**src/rtl/sha_core_arbiter.sv**
```systemverilog
`default_nettype none
// ============================================================================
//  Module   : sha_core_arbiter
//  Purpose  : Shares one SHA-256 hashing core among NUM_REQ nonce-search
//             controllers. A round-robin arbiter picks a requester and drives
//             the core data-mux select. It issues a one-cycle begin pulse to
//             the core, waits for the core's complete flag, and returns a
//             one-cycle done pulse to the winner.
//  Optional : SHA_ARB_TIMEOUT_EN adds a WAIT-state watchdog. On expiry the
//             core is aborted and the winner gets a timeout_err pulse. When the
//             macro is undefined, o_core_abort and o_timeout_err are tied to 0.
//  Ports    :
//     clk              in   1        clock, rising edge
//     n_rst            in   1        asynchronous active-low reset
//     i_req            in   NUM_REQ  level requests, held until done/timeout
//     i_core_complete  in   1        core result valid (level or pulse)
//     o_gnt            out  NUM_REQ  one-hot grant, held for the transaction
//     o_core_sel       out  IDX_W    index of granted requester (mux select)
//     o_core_begin     out  1        one-cycle start pulse to the core
//     o_done           out  NUM_REQ  one-cycle done pulse to the winner
//     o_busy           out  1        high in every state except IDLE
//     o_core_abort     out  1        one-cycle core abort (watchdog build)
//     o_timeout_err    out  NUM_REQ  one-cycle timeout pulse (watchdog build)
//  Revision : 1.0  initial release
// ============================================================================
module sha_core_arbiter #(
   parameter  int NUM_REQ        = 4,
   parameter  int TIMEOUT_CYCLES = 128,
   localparam int IDX_W          = $clog2(NUM_REQ)
) (
   input  logic               clk,
   input  logic               n_rst,
   input  logic [NUM_REQ-1:0] i_req,
   input  logic               i_core_complete,
   output logic [NUM_REQ-1:0] o_gnt,
   output logic [IDX_W-1:0]   o_core_sel,
   output logic               o_core_begin,
   output logic [NUM_REQ-1:0] o_done,
   output logic               o_busy,
   output logic               o_core_abort,
   output logic [NUM_REQ-1:0] o_timeout_err
);

   localparam logic [2:0] S_IDLE  = 3'd0;
   localparam logic [2:0] S_GRANT = 3'd1;
   localparam logic [2:0] S_START = 3'd2;
   localparam logic [2:0] S_WAIT  = 3'd3;
   localparam logic [2:0] S_DONE  = 3'd4;
   localparam logic [2:0] S_ABORT = 3'd5;

   logic [2:0]         r_state;
   logic [IDX_W-1:0]   r_ptr;      // last serviced requester (lowest priority)
   logic [IDX_W-1:0]   r_sel;      // current / most recent winner
   logic [IDX_W-1:0]   w_winner;
   logic               w_any_req;
   logic [NUM_REQ-1:0] w_sel_oh;
   logic               w_wd_expired;

   // ------------------------------------------------------------------------
   // Round-robin winner: search ptr+1, ptr+2, ... modulo NUM_REQ. Scanning
   // from the far end lets the closest set bit overwrite the result, so no
   // early exit is needed. Modulo NUM_REQ keeps non-power-of-two counts from
   // ever producing an out-of-range index.
   // ------------------------------------------------------------------------
   always_comb begin
      w_winner = '0;
      for (int k = NUM_REQ; k >= 1; k--) begin
         if (i_req[(int'(r_ptr) + k) % NUM_REQ]) begin
            w_winner = IDX_W'((int'(r_ptr) + k) % NUM_REQ);
         end
      end
   end

   assign w_any_req = |i_req;

   always_comb begin
      w_sel_oh = '0;
      for (int i = 0; i < NUM_REQ; i++) begin
         w_sel_oh[i] = (r_sel == IDX_W'(i));
      end
   end

   // ------------------------------------------------------------------------
   // Optional WAIT watchdog. The counter is cleared in START so that it reads
   // zero on the first WAIT cycle; the n-th WAIT cycle therefore sees n-1.
   // ------------------------------------------------------------------------
`ifdef SHA_ARB_TIMEOUT_EN
   localparam int CNT_W = $clog2(TIMEOUT_CYCLES + 1);

   logic [CNT_W-1:0] r_wd_cnt;

   always_ff @(posedge clk or negedge n_rst) begin
      if (!n_rst) begin
         r_wd_cnt <= '0;
      end else if (r_state == S_START) begin
         r_wd_cnt <= '0;
      end else if (r_state == S_WAIT) begin
         r_wd_cnt <= r_wd_cnt + CNT_W'(1);
      end
   end

   assign w_wd_expired = (r_wd_cnt == CNT_W'(TIMEOUT_CYCLES - 1));
`else
   assign w_wd_expired = 1'b0;
`endif

   // ------------------------------------------------------------------------
   // Transaction FSM
   // ------------------------------------------------------------------------
   always_ff @(posedge clk or negedge n_rst) begin
      if (!n_rst) begin
         r_state <= S_IDLE;
         r_ptr   <= IDX_W'(NUM_REQ - 1);
         r_sel   <= '0;
      end else begin
         case (r_state)
            S_IDLE: begin
               if (w_any_req) begin
                  r_sel   <= w_winner;
                  r_state <= S_GRANT;
               end
            end
            S_GRANT: begin
               // Requester withdrew during the mux settle cycle: back off
               // without touching the core or the rotation pointer.
               r_state <= i_req[r_sel] ? S_START : S_IDLE;
            end
            S_START: begin
               r_state <= S_WAIT;
            end
            S_WAIT: begin
               // A completion on the last watchdog cycle takes priority.
               if (i_core_complete) begin
                  r_state <= S_DONE;
               end else if (w_wd_expired) begin
                  r_state <= S_ABORT;
               end
            end
            S_DONE, S_ABORT: begin
               r_ptr   <= r_sel;
               r_state <= S_IDLE;
            end
            default: begin
               r_state <= S_IDLE;
            end
         endcase
      end
   end

   // ------------------------------------------------------------------------
   // Outputs: decoded only from state and the registered select.
   // ------------------------------------------------------------------------
   assign o_busy       = (r_state != S_IDLE);
   assign o_gnt        = o_busy ? w_sel_oh : '0;
   assign o_core_sel   = r_sel;
   assign o_core_begin = (r_state == S_START);
   assign o_done       = (r_state == S_DONE) ? w_sel_oh : '0;

`ifdef SHA_ARB_TIMEOUT_EN
   assign o_core_abort  = (r_state == S_ABORT);
   assign o_timeout_err = (r_state == S_ABORT) ? w_sel_oh : '0;
`else
   assign o_core_abort  = 1'b0;
   assign o_timeout_err = '0;
`endif

endmodule
`default_nettype wire
```
**config.mk**
```make
export PLATFORM = sky130hd
export DESIGN_NAME = sha_core_arbiter
export DESIGN_NICKNAME = d
export VERILOG_FILES = /design/src/rtl/sha_core_arbiter.sv
export SDC_FILE = /design/constraint.sdc
export NUM_CORES = 1
export LEC_CHECK = 0
export CORE_AREA = 2 2 39 41
export CTS_BUF_LIST = sky130_fd_sc_hd__clkbuf_8
export DETAILED_ROUTE_END_ITERATION = 12
export DIE_AREA = 0 0 41 43
export MAX_ROUTING_LAYER = met4
export PLACE_DENSITY = 0.89
export SLEW_MARGIN = 25
export SYNTH_ARGS = -nofsm -noshare
export SYNTH_HDL_FRONTEND = slang
export SYNTH_SLANG_ARGS = --single-unit
```
**constraint.sdc**
```tcl
create_clock -name clk -period 1.4 [get_ports clk]
set_input_delay 0.14 -clock clk [delete_from_list [all_inputs] [get_ports clk]]
set_output_delay 0.14 -clock clk [all_outputs]
set_load 0.005 [all_outputs]
```
==> results of run 1 <==
worst max-delay path by stage:
| stage | from | slack (ns) | endpoint | cells past startpoint |
|---|---|---|---|---|
| 2_1_floorplan | o_core_sel[0] | 0.14 | r_state[1] | 4 |
| 3_3_place_gp | r_state[1] | -0.06 | o_done[0] | 4 |
| 4_1_cts | r_state[2] | -0.03 | o_gnt[1] | 5 |
| 3_5_place_dp | i_req[0] | -0.11 | o_core_sel[0] | 4 |
| 5_1_grt | r_state[1] | -0.06 | o_gnt[1] | 5 |
| 6_report | r_state[1] | -0.02 | o_gnt[1] | 5 |
power groups by stage:
stage          sequential, W  combinational (W)  clock (W)
6_report            0.000428            0.00110   0.000275
5_1_grt             0.000435            0.00120   0.000298
4_1_cts             0.000420            0.00103   0.000283
3_5_place_dp        0.000435           0.000883          0
3_3_place_gp        0.000425           0.000859          0
2_1_floorplan       0.000430           0.000412          0
sequential cells by signal, indices dropped and copies added, names as in the netlist:
signal      flops
r_ptr           2
r_state         3
o_core_sel      2
what timing repair did:
item | 4_1_cts | 5_1_grt
resized for setup | 28 | 18
buffers inserted | 8 | 1
pin swaps | 3 | 3
endpoints found under the setup margin | 12 | 12
endpoints found under the hold margin | 0 | 0
layer usage:
| metal | wire length [um] | track usage [%] | up-vias |
|---|---|---|---|
| met1 | 554 | 22.1 | 264 |
| met2 | 859 | 37.2 | 22 |
| li1 | - | - | 280 |
| met5 | 0 | - | - |
| met3 | 84 | 4.71 | 2 |
| met4 | 14 | 8.00 | 0 |
metrics by stage:
step                hold WS [ns]  area [um2]  power (W)  cells  setup TNS [ns]
CTS                        0.183         902    0.00173    115         -0.0457
finish                     0.180         902    0.00180    115         -0.0607
global placement           0.419         791    0.00128    103          -0.321
floorplan                 -0.156         543   0.000842     63               0
detailed placement         0.428         791    0.00132    103          -0.563
global route               0.198         902    0.00193    115          -0.283
synth_stat cells:
cell,n,area [um2]
nor2_1,8,30.0
nand2b_1,7,43.8
buf_4,5,37.5
dfrtp_1,5,125
nand2_1,4,15.0
a21oi_1,3,15.0
dfstp_2,2,52.6
inv_1,2,7.51
mux2_2,2,22.5
nor2b_1,2,12.5
nor3_1,2,10.0
o32a_1,2,20.0
a21boi_0,1,7.51
a41oi_1,1,8.76
and2_1,1,6.26
buf_2,1,5.00
conb_1,1,3.75
mux2i_1,1,10.0
mux4_2,1,22.5
nand3b_1,1,7.51
nor3_4,1,16.3
o21ai_0,1,5.00
o21bai_1,1,7.51
o221ai_1,1,8.76
o2bb2ai_1,1,8.76
or2b_1,1,7.51
or4_4,1,11.3
area by class of cell:
cell class              count  area (um2)  share of cell area [%]
clock buffers               3        41.3                    4.58
clock inverters             1        3.75                   0.416
repair buffers             38         308                    34.1
multi-input cells          48         343                    38.0
well taps                  16        20.0                    2.22
flip-flops and latches      7         179                    19.8
inverters                   2        7.51                   0.832
critical path, stage by stage (launching register included):
cell	delay (ns)
dfrtp_1	0.39
buf_6	0.14
nor3_4	0.22
buf_6	0.15
nor2_1	0.05
clkbuf_2	0.11
logic make-up (layout without fill, tap and decap cells):
| logic type | Yosys count | count (layout) | share of synthesized area (%) |
|---|---|---|---|
| and+or+nand+nor | 28 | 28 | 30.3 |
| AOI/OAI and AO/OA | 11 | 11 | 15.4 |
| buffers and inverters | 8 | 44 | 9.48 |
| DFF | 7 | 7 | 33.6 |
| muxes | 4 | 4 | 10.4 |
| other | 1 | 5 | 0.710 |
==> results.yml, run 1 <==
hold_path:
  hold_path.class: "input pin to async pin"
cells_and_area:
  fillers: 110
  drive_above_1_share_pct: 46.5
  layout.nets: 107
  area_growth_pct: 70.9
  final_util_pct: 65.2
  final_common_cell: "buf_4"
  final_cell_mix: "16 x buf_4, 7 x nor2_1, 6 x nand2b_1, 6 x clkdlybuf4s50_1, 6 x clkbuf_2"
  num_antenna_cells: 0
flow_run:
  cap_violations: 0
global_route:
  grt_overflow: 0
  grt.total_usage_pct: 21.5
  grt_max_degree: 8
  antenna_found_initial: 0
  grt_pass1_wl_um: 2460
  grt_pass1_vias: 566
detailed_routing:
  antenna_left: 0
  dr.pass1.iters: 4
  wl_per_cell_um: 13.1
  drc: 0
  vias_per_cell: 4.94
  drt-total-wl_um: 1510
  drt-initial-drc-count: 1
  vias: 568
power_and_ir_drop:
  switching_share_pct: 36.2
  p_seq_share_pct: 23.8
  p_int_w: 0.00115
  combPwrFrac_pct: 60.9
  irDropWorstVdd_mv: 0.920
  switchingPower_w: 0.000652
  pwr-share-clk_pct: 15.3
  cellPowerDensity_nw_per_um2: 2000
  leakage_nw: 0.427
clocking:
  clockBufferDepth: 2
  cts_tree: "done"
  insertion_delay_ns: 0.22
  cts_sinks: 7
  path_clk_slew_ns: 0.04
  numCtsBuffers: 3
  ctsHoldBuffers: 0
  htreeDepth: 1
  cts_root_buffer: "clkbuf_8"
die:
  die_w_um: 41
  core_area_um2: 1380
  die_y_um: 43
  start_util_pct: 38.2
  die_area_um2: 1760
  num_rows: 14
  ioPinCount: 24
setup_path:
  path_max_fanout: 4
  cp.required_ns: 1.26
  worst_setup_path_end_kind: "output port"
  r2r_setup_slack_ns: 0.02
  ff2ff_path_depth: 6
  reg2reg_to: "o_core_sel[0]"
  crit_path_start_kind: "flip-flop"
  worst_ep_arrival_time_ns: 1.28
  rr_startpoint: "r_state[1]"
  crit_type: "flip-flop to output port"
sta:
  post-route-period-util_pct: 102
  fmax_mhz: 702
  fin_worst_skew_ns: 0.00143
  fin_crit_ns: 1.42
  layout_setup_ws_ns: -0.0243
  drv_slew: 0
  finalHoldViolations: 0
  finalSetupViolations: 3
  rsz0062_at_grt: "true"
placed_design:
  place.gp.congestion: 0.823
  dp_worst_setup_slack_ns: -0.113
  dp_hpwl_um: 1020
  io_buffers: 18
yosys:
  ys_warn_count: 0
  synth.distinct_cells: 27
  synth_area_per_cell_um2: 8.95
  ys_seq_area_share_pct: 33.6
  netlist_area_um2: 528
  ys_ff_latch: 7
  syn_inst: 59
status:
  outcome: "finished, violations left"
  violations: "setup timing"
Note: power is estimated with default switching activity, not from simulation.
==> inputs of run 2 (changes only) <==
REMOVE_ABC_BUFFERS = 1   (was default)
==> results.yml, run 2 (synthesis results as in run 1) <==
cells_and_area:
  layoutNonFillerInstCount: 118
  largest_register_ffs: 3
  fillers: 94
  final_area_um2: 938
  drive_above_1_share_pct: 49.0
  regMostFlops: "r_state"
  final_cell_mix: "18 x buf_4, 8 x clkdlybuf4s50_1, 7 x nor2_1"
  final_common_cell: "buf_4"
  layout.nets: 110
  area_growth_pct: 77.7
  num_antenna_cells: 0
sta:
  fin_crit_ns: 1.46
  rsz0062_at_grt: "true"
  drv_slew: 0
  finalHoldViolations: 0
  fin_worst_skew_ns: 0.00309
  post-route-period-util_pct: 104
  layout_setup_ws_ns: -0.0589
  finalSetupViolations: 4
  setup_tns_ns: -0.0976
  fmax_mhz: 685
status:
  violations: "setup timing"
  outcome: "finished, violations left"
die:
  num_rows: 14
  die_area_um2: 1760
  die_y_um: 43
  core_area_um2: 1380
  start_util_pct: 38.2
  ioPinCount: 24
  die_w_um: 41
placed_design:
  dp_worst_setup_slack_ns: -0.149
  io_buffers: 18
  placed_area_um2: 806
  place.gp.congestion: 0.821
  dp_hpwl_um: 1050
  dp_cells: 105
setup_path:
  path_max_fanout: 3
  worst_setup_path_end_kind: "output port"
  worst_path_max_delay_cell: "dfrtp_1"
  worst_ep_arrival_time_ns: 1.32
  cp.required_ns: 1.26
  path_common_cell: "buf_6"
  rr_startpoint: "r_state[1]"
  crit_path_cell_trace: "nor2b_4, nand2b_4, buf_6, buf_6, nor2_1, buf_2"
  crit_path_start_kind: "flip-flop"
  reg2reg_to: "o_core_sel[0]"
  crit_type: "flip-flop to output port"
  startpoint: "r_state[1]"
  crit_path_max_incr_delay_ns: 0.42
  ff2ff_path_depth: 6
  setup.worst_path.end: "o_done[3]"
  r2r_setup_slack_ns: 0.05
power_and_ir_drop:
  pwr-share-clk_pct: 15.0
  p_seq_share_pct: 25.8
  switching_share_pct: 36.5
  leakage_nw: 0.439
  p_int_w: 0.00116
  cellPowerDensity_nw_per_um2: 1950
  finalPower_w: 0.00183
  irDropWorstVdd_mv: 0.733
  switchingPower_w: 0.000668
  combPwrFrac_pct: 59.2
global_route:
  grt_overflow: 0
  grt_max_degree: 9
  grt_pass1_vias: 574
  grt.total_usage_pct: 21.3
  antenna_found_initial: 0
  grt_pass1_wl_um: 2440
clocking:
  cts_sinks: 7
  cts_root_buffer: "clkbuf_8"
  insertion_delay_ns: 0.23
  htreeDepth: 1
  cts_tree: "done"
  clockBufferDepth: 2
  numCtsBuffers: 3
  path_clk_slew_ns: 0.04
detailed_routing:
  vias: 611
  drc: 0
  wl_per_cell_um: 14.6
  wl_met2_um: 980
  dr_wl_met3_um: 57
  antenna_left: 0
  drt-initial-drc-count: 10
  vias_per_cell: 5.18
  dr.pass1.iters: 4
  top_layer: "met4"
  wl_met1_um: 676
  drt-total-wl_um: 1730
hold_path:
  hold_path.class: "input pin to async pin"
flow_run:
  cap_violations: 0
run 2: changes by cell type in the layout (fill, tap and decap cells not counted), moves of 2 or more:
cell and change:
buf_4 +2, clkbuf_2 -2, clkdlybuf4s50_1 +2, buf_2 +2
run 2: metal layers:
| layer | GRT usage, % | vias to the layer above |
|---|---|---|
| met1 | 20.1 | 299 |
| met3 | 1.57 | 2 |
| li1 | - | 285 |
| met4 | 10.0 | 0 |
| met2 | 39.4 | 25 |
| met5 | - | - |
run 2: what timing repair did:
| action | in CTS | in global routing |
|---|---|---|
| setup endpoints to repair | 11 | 15 |
| setup buffers | 8 | 4 |
| resized for setup | 26 | 24 |
| pin swaps | 3 | 3 |
| endpoints found under the hold margin | 0 | 0 |
| hold buffers | 0 | 0 |
run 2: cell type report:
class	instances	area (um2)	share of cell area, %
repair buffers	41	333	35.5
well taps	16	20.0	2.13
multi-input cells	48	354	37.7
inverters	2	7.51	0.800
flip-flops and latches	7	179	19.1
clock inverters	1	3.75	0.400
clock buffers	3	41.3	4.40
run 2: how the worst min path moves through the flow:
stage               endpoint  slack (ns)  cells past startpoint
2_1_floorplan  o_core_sel[0]       -0.16                      0
4_1_cts           r_state[2]        0.18                      1
3_3_place_gp      r_state[2]        0.41                      1
5_1_grt        o_core_sel[1]        0.20                      1
3_5_place_dp      r_state[2]        0.42                      1
6_report       o_core_sel[1]        0.18                      1
run 2: power by group through the flow:
stage | combinational (W) | sequential (W) | clock (W)
floorplan | 0.000374 | 0.000449 | 0
global placement | 0.000867 | 0.000437 | 0
detailed placement | 0.000886 | 0.000445 | 0
CTS | 0.000956 | 0.000451 | 0.000282
global route | 0.00116 | 0.000481 | 0.000293
finish | 0.00108 | 0.000472 | 0.000275
run 2: worst max-delay path: cells and delay by family (launching register included):
family                 cells  cell delay [ns]
DFF                        1             0.42
buffers and inverters      3             0.34
and+or+nand+nor            3             0.34
run 2: stage by stage:
stage	util, %	hold slack, ns
after floorplan	-	-0.156
after global placement	58.2	0.406
after detailed placement	58.2	0.423
after CTS	65.9	0.183
after global routing	67.8	0.200
final	67.8	0.183
==> inputs of run 3 (changes only) <==
SLEW_MARGIN = 40   (was 25)
==> results of run 3 <==
Final layout, timing and power as in run 2 (identical DEF).
